## src/rtl/n_bit_serial_subtractor.sv

```systemverilog
// Bit-serial N-bit subtractor: res = a - b - bin, one bit per clock, LSB first.
// The minuend register doubles as the difference register: each shifted-in bit replaces a consumed one.
module n_bit_serial_subtractor #(
  parameter int N = 7
) (
  input  logic         clk_i,
  input  logic         rst_ni,
  input  logic         start_i,
  input  logic [N-1:0] a_i,
  input  logic [N-1:0] b_i,
  input  logic         bin_i,
  output logic         busy_o,
  output logic         done_o,
  output logic [N:0]   res_o
);

  localparam int CW = $clog2(N + 1);

  localparam logic [1:0] S_IDLE  = 2'd0;
  localparam logic [1:0] S_SHIFT = 2'd1;
  localparam logic [1:0] S_DONE  = 2'd2;

  logic [1:0]    r_state;
  logic [N-1:0]  r_a;
  logic [N-1:0]  r_b;
  logic          r_br;
  logic [CW-1:0] r_cnt;
  logic [N:0]    r_res;

  logic          w_a0;
  logic          w_b0;
  logic          w_d;
  logic          w_br_next;
  logic          w_last;
  logic [N-1:0]  w_a_next;

  assign w_a0      = r_a[0];
  assign w_b0      = r_b[0];
  assign w_d       = w_a0 ^ w_b0 ^ r_br;
  assign w_br_next = (~w_a0 & w_b0) | (~(w_a0 ^ w_b0) & r_br);
  assign w_last    = (r_cnt == CW'(N - 1));

  // Difference bit enters at the MSB as the consumed minuend bit leaves at the LSB.
  generate
    if (N == 1) begin : g_single
      assign w_a_next = w_d;
    end else begin : g_multi
      assign w_a_next = {w_d, r_a[N-1:1]};
    end
  endgenerate

  always_ff @(posedge clk_i or negedge rst_ni) begin
    if (!rst_ni) begin
      r_state <= S_IDLE;
      r_a     <= '0;
      r_b     <= '0;
      r_br    <= 1'b0;
      r_cnt   <= '0;
      r_res   <= '0;
    end else begin
      case (r_state)
        S_IDLE: begin
          if (start_i) begin
            r_a     <= a_i;
            r_b     <= b_i;
            r_br    <= bin_i;
            r_cnt   <= '0;
            r_state <= S_SHIFT;
          end
        end
        S_SHIFT: begin
          r_a   <= w_a_next;
          r_b   <= r_b >> 1;
          r_br  <= w_br_next;
          r_cnt <= r_cnt + CW'(1);
          if (w_last) begin
            r_res   <= {w_br_next, w_a_next};
            r_state <= S_DONE;
          end
        end
        S_DONE: begin
          r_state <= S_IDLE;
        end
        default: begin
          r_state <= S_IDLE;
        end
      endcase
    end
  end

  assign busy_o = (r_state == S_SHIFT);
  assign done_o = (r_state == S_DONE);
  assign res_o  = r_res;

endmodule

```

## config.mk

```make
export PLATFORM = sky130hd
export DESIGN_NAME = n_bit_serial_subtractor
export DESIGN_NICKNAME = d
export VERILOG_FILES = /design/src/rtl/n_bit_serial_subtractor.sv
export SDC_FILE = /design/constraint.sdc
export NUM_CORES = 1
export LEC_CHECK = 0
export CORE_UTILIZATION = 53
export CTS_CLUSTER_SIZE = 40
export DETAILED_ROUTE_END_ITERATION = 8
export GPL_TIMING_DRIVEN = 1
export PLACE_DENSITY = 0.9
export SLEW_MARGIN = 15
export SYNTH_ARGS = -nofsm -noshare
export SYNTH_HDL_FRONTEND = slang
export SYNTH_SLANG_ARGS = --single-unit
```

## constraint.sdc

```tcl
create_clock -name clk_i -period 3.47 [get_ports clk_i]
set_input_delay 0.347 -clock clk_i [delete_from_list [all_inputs] [get_ports clk_i]]
set_output_delay 0.347 -clock clk_i [all_outputs]
set_load 0.01 [all_outputs]
```

== Word level (Yosys, flattened, before mapping) ==
Index checks and enable logic that the tools add are counted.

* Latch bits: 0
* ROM bits: 0
* RAM bits: 0
* Memories kept: 0
* Input bits: 18
* Output and inout bits: 10
* Register bits: 28

* $lt $le $gt $ge: 0
* Multipliers: 0
* Bitwise operators: 7
* Add/subtract/negate cells: 1
* Div/mod/pow operators: 0
* Shift operators: 0
* Multiplexer cells: 11
* Reductions and logical operators: 5
* Equality and inequality tests: 5

{| class="wikitable"
|+ Operators by type and width
! cell !! count
|-
| 7-bit one-hot mux with 2 select lines || 2
|-
| 7-bit 2-to-1 mux || 2
|-
| 3-bit one-hot mux with 2 select lines || 1
|-
| 2-bit AND reduction || 3
|-
| 2-bit 2-to-1 mux || 2
|-
| 2-bit one-hot mux with 2 select lines || 1
|-
| 3-bit by 1-bit adder with 3-bit output, second input constant || 1
|-
| 3-bit equality test, second input constant || 1
|-
| 3-bit 2-to-1 mux || 1
|-
| 1-bit bitwise AND || 2
|-
| 2-bit by 1-bit equality test with 1-bit output, second input constant || 1
|-
| 2-bit equality test, second input constant || 1
|-
| 2-bit zero test || 1
|-
| 2-bit by 1-bit != test with 1-bit output, second input constant || 1
|-
| 2-bit != test, second input constant || 1
|-
| 1-bit inverter || 2
|-
| 1-bit one-hot mux with 2 select lines || 1
|-
| 2-bit nonzero test || 1
|-
| 1-bit XOR || 2
|-
| 1-bit 2-to-1 mux || 1
|-
| 1-bit bitwise OR || 1
|}

== Depth between registers and ports, before layout ==
* Depth in word-level cells: 5
* Mapped depth: 4
* Gate-level depth less buffers: 4

== Worst setup path after synthesis ==
OpenSTA, ideal clock, no wires.

* Path type: register to output
* Start point: reg r_state[1]
* End point: out done_o
* Stages on the path, launching flop included: 4
* Arrival: 0.993 ns
* Setup slack: 2.130 ns
* Cell sequence: dfrtp_1 buf_6 clkbuf_1 nor2b_1

* Longest elaborated chain between the ends: 1

{| class="wikitable"
|+ Ends and longest elaborated chain
! element !! line !! RTL
|-
| start, declared || 23 || <nowiki>logic [1:0] r_state;</nowiki>
|-
| start signal, assigned || 54 || <nowiki>r_state <= S_IDLE;</nowiki>
|-
| start signal, assigned || 68 || <nowiki>r_state <= S_SHIFT;</nowiki>
|-
| start signal, assigned || 78 || <nowiki>r_state <= S_DONE;</nowiki>
|-
| 2-bit equality test || 92 || <nowiki>assign done_o = (r_state == S_DONE);</nowiki>
|-
| end, declared || 13 || <nowiki>output logic done_o,</nowiki>
|}

Every way passes these cells.

== Worst setup path after layout ==
* Start point: reg r_state[1]
* End point: out busy_o

* Longest elaborated chain between the ends: 1

{| class="wikitable"
|+ Ends and longest elaborated chain
! element !! line !! RTL
|-
| 2-bit by 1-bit equality test with 1-bit output || 91 || <nowiki>assign busy_o = (r_state == S_SHIFT);</nowiki>
|-
| end, declared || 12 || <nowiki>output logic busy_o,</nowiki>
|}

Every way passes these cells.

==> impl_metrics.json <==
{
  "ant_nets": 0,
  "grt_usage_pct": 22.3,
  "initial_utilization_pct": 57.3,
  "drc": 0,
  "grt_start_max_net_pins": 33,
  "synth.avg_cell_area_sq_um": 12.6,
  "dr.pass1.iters": 4,
  "clock_latency_ps": 340,
  "ioPinCount": 28,
  "p_seq_share_pct": 39.7,
  "syn_area_sq_mm": 0.00145,
  "antenna_found_initial": 0,
  "post_cts_resized": 0,
  "htreeDepth": 1,
  "drtIter0Drc": 16,
  "timing.final.ws_setup_ps": 1390,
  "grt_pass1_wl_um": 4580,
  "fmaxAchievable_mhz": 480,
  "switching_power_uw": 520,
  "worstMarginPinSlew_ps": 780,
  "crit_path_end_kind": "primary output",
  "cts_buffers": 3,
  "max_stage_delay_ps": 530,
  "io_buffers": 27,
  "synth_edf_count": 0,
  "crit_arrival_ps": 1730,
  "clock-root-buffer": "clkbuf_4",
  "fin_crit_sh_pct": 60.0,
  "tns_ps": 0,
  "hold_class": "in -> async",
  "final_nets": 163,
  "synth.yosys.seq_area_share_pct": 48.4,
  "clock-sinks": 28,
  "die_h_um": 54.2,
  "synth.net_count": 136,
  "cellPowerDensity_mw_per_mm2": 837,
  "p_sw_share_pct": 35.1,
  "holdWs_ps": 356,
  "wl_um": 2730,
  "overflow": 0,
  "antenna_cells": 0,
  "layout-drive-gt1-share_pct": 18.4,
  "worstPathMaxFanout": 10,
  "setup_viol": 0,
  "multi_input_area_sq_um": 628,
  "vdd.ir_drop.worst_mv": 0.530,
  "clock_skew_ps": 9.90,
  "cp_slowest_cell": "clkdlybuf4s50_1",
  "timing.reg2reg.setup_slack_ps": 1800,
  "die_area_sq_mm": 0.00294,
  "synthArstFlopShare_pct": 100,
  "p_int_uw": 960,
  "critPathRequiredTime_ps": 3120,
  "rows": 18,
  "pwr-share-clk_pct": 14.8,
  "maxSlewViolCount": 0,
  "grt_setup_unrepaired": "false",
  "ys_warn_count": 0,
  "ys_ff_latch": 28,
  "via_count": 1013,
  "timing.final.hold_violations": 0,
  "gp_congestion": 0.813,
  "hpwl_um": 1860,
  "postCtsSetupBuffers": 0,
  "synthCells": 115,
  "fillers": 180,
  "p_comb_share_pct": 45.5,
  "crit_buf_inv": 2,
  "pre_cts_slack_ps": 1380,
  "status": "complete, no violations",
  "wire_per_inst_um": 15.9,
  "cts_tree": "built",
  "postCtsHoldBufs": 0,
  "areaGrowthSynthToFinish_pct": 22.2,
  "maxSlewHeadroom_pct": 48.0,
  "maxCapViolations": 0,
  "synthFlopType": "dfrtp_1",
  "grt_pass1_vias": 1039,
  "worstPathCellList": "nand2b_2 -> inv_2 -> clkdlybuf4s50_1",
  "seqCellArea_sq_um": 701,
  "ys_types": 31,
  "worstSetupPathType": "reg -> out",
  "cp-start-kind": "flip-flop",
  "critPathTopFamily": "buffers and inverters",
  "vias_per_cell": 5.92,
  "clkSlewWorstSetupHoldPaths_ps": 160,
  "power.leakage_uw": 0.000767,
  "core_sq_mm": 0.00252,
  "period_needed_ps": 2080,
  "cts_buffer_depth": 2,
  "chipWidth_um": 54.2
}
[final cells by class]
cell class,count,area share [%]
clock buffers,3,1.27
repair buffers,30,16.6
multi-input cells,64,35.5
clock inverters,1,1.70
well taps,30,2.12
inverters,15,3.18
flip-flops and latches,28,39.6
[sequential cells by signal (all words and copies together), names as in the netlist]
signal and count:
r_a 7, r_b 7, r_br 1, r_cnt 3, r_state 2, res_o 8
[cell families after synthesis]
| kind of cell | Yosys count | synth area share (%) |
|---|---|---|
| AOI/OAI and AO/OA | 20 | 14.7 |
| adders and majority gates | 3 | 3.11 |
| buffers and inverters | 23 | 8.13 |
| DFF | 28 | 48.4 |
| muxes | 9 | 6.83 |
| and+or+nand+nor | 32 | 18.8 |
[placed cells by master, fill, tap and decap left out, types with 2 or more instances in the layout]
master           count
nor2b_1              2
clkbuf_4             3
buf_4                3
ha_1                 2
nor4b_1             11
o221a_2              3
nor3b_1             10
nand2_1              2
inv_1               14
mux2i_1              2
a211oi_2             8
clkdlybuf4s50_1     27
mux2_1               4
or4b_1               3
a211oi_1             2
mux2_2               3
dfrtp_1             28
[Yosys cell counts, drive strengths merged, types with 2 or more instances]
master / number / area share (%)
nand2: 2 / 0.52
o221a: 3 / 2.3
clkbuf: 2 / 0.52
mux2: 7 / 5.4
dfrtp: 28 / 48
inv: 15 / 3.9
buf: 6 / 3.7
ha: 2 / 1.7
nor4b: 11 / 6.7
mux2i: 2 / 1.4
nor2b: 2 / 0.86
a211oi: 10 / 8.0
or4b: 3 / 2.1
nor3b: 10 / 5.2
[power by group through the flow]
| stage | Sequential, uW | Combinational, uW | Clock, uW |
|---|---|---|---|
| 6_report | 588 | 674 | 218 |
| 5_1_grt | 610 | 743 | 234 |
| 4_1_cts | 590 | 676 | 223 |
| 3_5_place_dp | 595 | 673 | 0 |
| 3_3_place_gp | 584 | 646 | 0 |
| 2_1_floorplan | 595 | 459 | 0 |
[metal layers]
| layer | share of wire (%) | track usage [%] | routed length (um) |
|---|---|---|---|
| met5 | 0 | 0 | 0 |
| met4 | 0.77 | 6.41 | 21 |
| met3 | 3.5 | 5.28 | 95 |
| met2 | 50 | 39.4 | 1370 |
| met1 | 45 | 26.8 | 1240 |
[through the flow]
step                      utilization [%]  cells  instance area (sq um)  total power, uW
after CTS                            70.1    171                   1770             1490
after floorplan                         -    115                   1450             1050
after global routing                 70.1    171                   1770             1590
final                                70.1    171                   1770             1480
after detailed placement             68.0    167                   1720             1270
after global placement               68.0    167                   1720             1230
[final timing paths]
check / start / end / depth (start not counted)
worst max-delay path: r_state[1]$_DFFE_PN0P_ / busy_o / 3
worst min-delay path: rst_ni / res_o[1]$_DFFE_PN0P_ / 2
worst max register to register: r_state[1]$_DFFE_PN0P_ / r_cnt[2]$_DFFE_PN0P_ / 3
worst min register to register: res_o[0]$_DFFE_PN0P_ / res_o[0]$_DFFE_PN0P_ / 1
max in group asynchronous: rst_ni / r_b[6]$_DFFE_PN0P_ / 2
min in group clk_i: res_o[0]$_DFFE_PN0P_ / res_o[0]$_DFFE_PN0P_ / 1
Note: power is estimated with default switching activity, not from simulation.
